$ cat src/rtl/hazard_pkg.sv
// Shared encodings, shadow-stage payload and the forwarding-select rule
// for the hazard/forwarding controller.
package hazard_pkg;

    localparam int unsigned REG_IDX_W = 5;
    localparam int unsigned RES_W     = 2;
    localparam int unsigned FWD_W     = 2;

    typedef enum logic [RES_W-1:0] {
        RES_ALU  = 2'b00,
        RES_LOAD = 2'b01,
        RES_PC4  = 2'b10
    } result_src_t;

    typedef enum logic [FWD_W-1:0] {
        FWD_RF    = 2'b00,
        FWD_WB    = 2'b01,
        FWD_ALU_M = 2'b10,
        FWD_PC4_M = 2'b11
    } fwd_sel_t;

    typedef struct packed {
        logic [REG_IDX_W-1:0] rd;
        logic                 reg_write;
        logic [RES_W-1:0]     result_src;
    } stage_ctrl_t;

    localparam stage_ctrl_t STAGE_BUBBLE = '0;

    // Youngest producer wins; a load in M is unreachable and falls to the ALU path.
    function automatic fwd_sel_t fwd_select(input logic [REG_IDX_W-1:0] rs,
                                            input stage_ctrl_t          m,
                                            input stage_ctrl_t          w);
        fwd_sel_t sel;
        sel = FWD_RF;
        if ((rs != '0) && m.reg_write && (rs == m.rd)) begin
            sel = (m.result_src == RES_PC4) ? FWD_PC4_M : FWD_ALU_M;
        end else if ((rs != '0) && w.reg_write && (rs == w.rd)) begin
            sel = FWD_WB;
        end
        return sel;
    endfunction

endpackage

$ cat src/rtl/hazard_stage_reg.sv
// One shadow pipeline stage of destination/control fields, with
// synchronous reset and flush-to-bubble.
module hazard_stage_reg
    import hazard_pkg::*;
(
    input  logic        clk,
    input  logic        reset,
    input  logic        flush,
    input  stage_ctrl_t d,
    output stage_ctrl_t q
);

    always_ff @(posedge clk) begin
        if (reset || flush) begin
            q <= STAGE_BUBBLE;
        end else begin
            q <= d;
        end
    end

endmodule

$ cat src/rtl/hazard_fwd_ctrl.sv
// Hazard unit: shadows E/M/W control fields, drives SrcA/SrcB forwarding
// selects, load-use stall/bubble, branch flush and a saturating stall counter.
module hazard_fwd_ctrl
    import hazard_pkg::*;
#(
    parameter int unsigned REG_W = REG_IDX_W,
    parameter int unsigned CNT_W = 16
) (
    input  logic             clk,
    input  logic             reset,
    input  logic [REG_W-1:0] rs1_d,
    input  logic [REG_W-1:0] rs2_d,
    input  logic [REG_W-1:0] rd_d,
    input  logic             reg_write_d,
    input  logic [1:0]       result_src_d,
    input  logic             pc_src_e,
    output logic [1:0]       forward_a_e,
    output logic [1:0]       forward_b_e,
    output logic             stall_f,
    output logic             stall_d,
    output logic             flush_d,
    output logic             flush_e,
    output logic [CNT_W-1:0] stall_cnt
);

    stage_ctrl_t          ctrl_d;
    stage_ctrl_t          ctrl_e;
    stage_ctrl_t          ctrl_m;
    stage_ctrl_t          ctrl_w;
    logic [REG_IDX_W-1:0] rs1_dx;
    logic [REG_IDX_W-1:0] rs2_dx;
    logic [REG_IDX_W-1:0] rs1_e;
    logic [REG_IDX_W-1:0] rs2_e;
    logic                 lw_stall_c;
    fwd_sel_t             fwd_a_c;
    fwd_sel_t             fwd_b_c;

    always_comb begin
        rs1_dx            = REG_IDX_W'(rs1_d);
        rs2_dx            = REG_IDX_W'(rs2_d);
        ctrl_d            = STAGE_BUBBLE;
        ctrl_d.rd         = REG_IDX_W'(rd_d);
        ctrl_d.reg_write  = reg_write_d;
        ctrl_d.result_src = result_src_d;
    end

    // E is cleared by flush_e only; a D-stage stall never holds E.
    hazard_stage_reg u_stage_e (
        .clk   (clk),
        .reset (reset),
        .flush (flush_e),
        .d     (ctrl_d),
        .q     (ctrl_e)
    );

    hazard_stage_reg u_stage_m (
        .clk   (clk),
        .reset (reset),
        .flush (1'b0),
        .d     (ctrl_e),
        .q     (ctrl_m)
    );

    hazard_stage_reg u_stage_w (
        .clk   (clk),
        .reset (reset),
        .flush (1'b0),
        .d     (ctrl_m),
        .q     (ctrl_w)
    );

    always_ff @(posedge clk) begin
        if (reset || flush_e) begin
            rs1_e <= '0;
            rs2_e <= '0;
        end else begin
            rs1_e <= rs1_dx;
            rs2_e <= rs2_dx;
        end
    end

    always_comb begin
        fwd_a_c    = fwd_select(rs1_e, ctrl_m, ctrl_w);
        fwd_b_c    = fwd_select(rs2_e, ctrl_m, ctrl_w);
        lw_stall_c = (ctrl_e.result_src == RES_LOAD) && ctrl_e.reg_write &&
                     (ctrl_e.rd != '0) &&
                     ((ctrl_e.rd == rs1_dx) || (ctrl_e.rd == rs2_dx));
    end

    // A taken branch discards the wrong-path D instruction instead of holding it.
    assign forward_a_e = fwd_a_c;
    assign forward_b_e = fwd_b_c;
    assign stall_f     = lw_stall_c & ~pc_src_e;
    assign stall_d     = lw_stall_c & ~pc_src_e;
    assign flush_d     = pc_src_e;
    assign flush_e     = lw_stall_c | pc_src_e;

    always_ff @(posedge clk) begin
        if (reset) begin
            stall_cnt <= '0;
        end else if (stall_d && (stall_cnt != '1)) begin
            stall_cnt <= stall_cnt + CNT_W'(1);
        end
    end

endmodule
$ cat config.mk
export PLATFORM = sky130hd
export DESIGN_NAME = hazard_fwd_ctrl
export DESIGN_NICKNAME = d
export VERILOG_FILES = /design/src/rtl/hazard_pkg.sv /design/src/rtl/hazard_stage_reg.sv /design/src/rtl/hazard_fwd_ctrl.sv
export SDC_FILE = /design/constraint.sdc
export NUM_CORES = 1
export LEC_CHECK = 0
export ABC_AREA = 1
export BUFFER_PORTS_ARGS = -buffer_cell sky130_fd_sc_hd__buf_2
export CAP_MARGIN = 20
export CORE_AREA = 3 3 51 100
export DETAILED_ROUTE_END_ITERATION = 8
export DIE_AREA = 0 0 54 103
export PLACE_DENSITY = 0.77
export SYNTH_ARGS = -nofsm -noshare
export SYNTH_HDL_FRONTEND = slang
export SYNTH_SLANG_ARGS = --single-unit
$ cat constraint.sdc
create_clock -name clk -period 3.4 [get_ports clk]
set_clock_uncertainty 0.2 [all_clocks]
set_input_delay 0.34 -clock clk [delete_from_list [all_inputs] [get_ports clk]]
set_output_delay 0.34 -clock clk [all_outputs]
set_load 0.005 [all_outputs]
==> flow_metrics.env <==
export IMPL_comb_power_share_pct=8.1
export IMPL_hold_path_depth=3
export IMPL_power_leakage_nw=1.36
export IMPL_timing_max_cap_violations=0
export IMPL_r2r_setup_slack_ps=1610
export IMPL_initial_detailed_routing_violation_count=41
export IMPL_synth_net_count=369
export IMPL_power_net_switching_mw=0.245
export IMPL_r2r_worst_path_cells=9
export IMPL_finalMaxSlewViolations=0
export IMPL_critical_path_slowest_cell="dfxtp_1"
export IMPL_grt_ovfl_total=0
export IMPL_floorplan_initialDensity_pct=54.9
export IMPL_core_area_mm2=0.00438
export IMPL_detailroute_via_count=2210
export IMPL_final_min_clock_period_ps=2340
export IMPL_timing_slew_headroom_pct=65.6
export IMPL_max_stage_delay_ps=370
export IMPL_cts_resized=0
export IMPL_ios=45
export IMPL_worstPathMaxFanout=3
export IMPL_route_detailed_wl_per_inst_um=12.4
export IMPL_timing_critical_path_mode_cell="nand2_1"
export IMPL_synthesis_instances=347
export IMPL_arrival_ps=1800
export IMPL_global_route_total_usage_across_every_layer_pct=23.1
export IMPL_clkTransAtPathRegs_ps=80
export IMPL_cts_hold_repair_buffers=0
export IMPL_worst_slew_pin_transition_ps=513
export IMPL_final_period_utilization_pct=68.7
export IMPL_total_wirelength_of_the_detailed_routed_design_um=5530
export IMPL_timing_setup_critical_path_class="reg -> out"
export IMPL_worst_hold_startpoint="rd_d[2]"
export IMPL_placement_rows=34
export IMPL_detail_route_antenna_nets=0
export IMPL_hold_class="in -> reg"
export IMPL_final_setup_viol_count=0
export IMPL_post_cts_repair_setup_buffers=0
export IMPL_timing_hold_worst_endpoint="u_stage_e.q[5]"
export IMPL_synthesis_area_mm2=0.00240
export IMPL_critical_path_top_delay_family="simple AND/OR/NAND/NOR gates"
export IMPL_floorplan_die_width_um=54
export IMPL_share_seq_of_total_power_pct=51.2
export IMPL_startpoint_of_the_worst_register_to_register_path="stall_cnt[2]"
export IMPL_htreeDepth=2
export IMPL_post_route_cells_drive_above_1_share_pct=22.6
export IMPL_worstPathCellList="nor3_1, nand3_1, o2111a_1, nand2_1, nand2_1, o21ai_0, buf_2"
export IMPL_setup_ws_ps=1060
export IMPL_most_common_cell_after_layout_fill_and_taps_aside="nand2_1"
export IMPL_synthesis_area_per_instance_um2=6.93
export IMPL_grt_start_max_net_pins=19
export IMPL_max_vdd_drop_mv=0.433
export IMPL_critPathLaunch="rs1_e[2]"
export IMPL_place_worst_setup_slack_ps=1450
export IMPL_crit_buf_inv=1
export IMPL_number_of_buffers_added_by_the_clock_tree_synthesis_step=5
export IMPL_area_growth_syn_to_layout_pct=16.0
export IMPL_nNetsFinal=415
export IMPL_number_of_clock_sinks=48
export IMPL_setup_repair_after_global_routing_missed_its_margin="no"
export IMPL_antenna_diode_count=0
export IMPL_yosys_warnings=0
export IMPL_fin_setup_tns_ps=0
export IMPL_drc=0
export IMPL_antenna_found_initial=0
export IMPL_portBuffers=44
export IMPL_grt_pass1_wl_um=9360
export IMPL_worst_skew_pair_late_latency_ps=290
export IMPL_hpwlAfterDp_um=4410
export IMPL_cts_max_path_buffers=2
export IMPL_cellPowerDensity_mw_per_mm2=410
export IMPL_postSynthRegisterBits=48
export IMPL_startpoint_type="register"
export IMPL_setup_worst_path_end_class="output pin"
export IMPL_tritoncts="built"
export IMPL_p_sw_share_pct=21.4
export IMPL_crit_reg2reg_capture="stall_cnt[15]"
export IMPL_detail_route_first_pass_iterations=4
export IMPL_cell_internal_pwr_mw=0.899
export IMPL_vias_in_the_first_global_route=2163
export IMPL_dieArea_mm2=0.00556
export IMPL_power_clock_fraction_pct=40.7
export IMPL_gp_routability_congestion=0.859
export IMPL_highest_count_cells_in_the_layout_ignoring_fill_and_taps="72 x nand2_1, 69 x nor2_1, 54 x inv_1"
export IMPL_yosysSeqAreaShare_pct=40.0
export IMPL_fillCellCount=422
export IMPL_root_buffer="clkbuf_8"
export IMPL_final_hold_viol_count=0
export IMPL_status="complete, no violations"
export IMPL_floorplan_die_height_um=103
export IMPL_vias_per_cell=4.94
export IMPL_cp_data_required_time_ps=2860
export IMPL_max_freq_ghz=0.428
export IMPL_ys_types=34
## flip-flops by register name, summed over array words and instances (netlist names)
signal / count
u_stage_m.q: 8
u_stage_w.q: 6
u_stage_e.q: 8
rs2_e: 5
rs1_e: 5
stall_cnt: 16
## power by group through the flow
| stage | sequential [mW] | combinational, mW | clock, mW |
|---|---|---|---|
| finish | 0.586 | 0.0922 | 0.466 |
| global route | 0.587 | 0.106 | 0.497 |
| CTS | 0.585 | 0.0923 | 0.477 |
| detailed placement | 0.598 | 0.0918 | 0 |
| global placement | 0.598 | 0.0894 | 0 |
| floorplan | 0.595 | 0.0613 | 0 |
## stage by stage
| stage | cell area (µm²) | hold WS [ps] | std cells | power [mW] | utilization [%] |
|---|---|---|---|---|---|
| CTS | 2790 | 53.8 | 447 | 1.15 | 63.6 |
| global placement | 2660 | 210 | 440 | 0.688 | 60.7 |
| global route | 2790 | 60.1 | 447 | 1.19 | 63.6 |
| finish | 2790 | 53.3 | 447 | 1.14 | 63.6 |
| detailed placement | 2660 | 214 | 440 | 0.690 | 60.7 |
| floorplan | 2400 | 204 | 347 | 0.657 | - |
## cell usage after synthesis
library cell  instances  share of area (%)
nand4_4               1               0.88
nand3_1               9                1.9
or2_2                 1               0.26
xor2_1                7                2.6
a211oi_1              2               0.62
nand3_4               3                2.2
buf_2                 1               0.21
clkinv_1              2               0.31
nand2_1              72                 11
inv_1                54                8.4
o21ai_2               1               0.36
o2111a_1              1               0.47
nand2_2               4                1.0
inv_2                 9                1.4
o21ai_1               3               0.62
ha_1                  1               0.52
clkinv_2              1               0.21
o22ai_1               2               0.52
o2111ai_1             1               0.36
o21ai_0               7                1.5
dfxtp_1              48                 40
nor2_1               69                 11
clkbuf_1              1               0.16
nor3_1                5                1.0
a21oi_1               2               0.42
nand2_4               1               0.47
buf_4                 3               0.94
xnor2_1               7                2.6
nand4_1               9                2.3
nor2_4                1               0.47
o211ai_1              1               0.31
nor4_1                2               0.52
nor2_2               14                3.6
nand3_2               2               0.83
## area by class of cell
cell class / count / area (µm²) / share of cell area (%)
multi-input combinational: 228 / 1160 / 41.7
sequential: 48 / 961 / 34.5
inverter: 66 / 249 / 8.93
timing repair buffer: 44 / 220 / 7.90
clock buffer: 5 / 68.8 / 2.47
tap: 54 / 67.6 / 2.42
clock inverter: 2 / 60.1 / 2.15
## layer usage
layer	global-route usage [%]	part of all wire (%)
met1	19.3	33
met2	42.7	56
met3	6.80	4.3
met4	16.5	6.6
met5	0	0
## how the worst max path moves through the flow
stage	end	slack (ps)	cells after the start
after floorplan	stall_f	1720	9
after global placement	forward_a_e[0]	1480	7
after detailed placement	forward_a_e[0]	1450	7
after CTS	forward_a_e[0]	1120	7
after global routing	forward_a_e[0]	890	7
final	forward_a_e[0]	1060	7
## worst min-delay path, stage by stage
cell and delay (ps):
buf_2 100, inv_1 40, nor2_1 30
## kinds of logic (layout without fill, tap and decap cells)
group	after synthesis	in the layout	synth area share, %
AO/OA/AOI/OAI	20	20	5.15
XOR/XNOR	14	14	5.10
adder cells (fa/ha/maj)	1	1	0.520
buffers and inverters	71	117	11.7
flip-flops	48	48	40.0
AND/OR/NAND/NOR	193	193	37.6
Note: power is estimated with default switching activity, not from simulation.
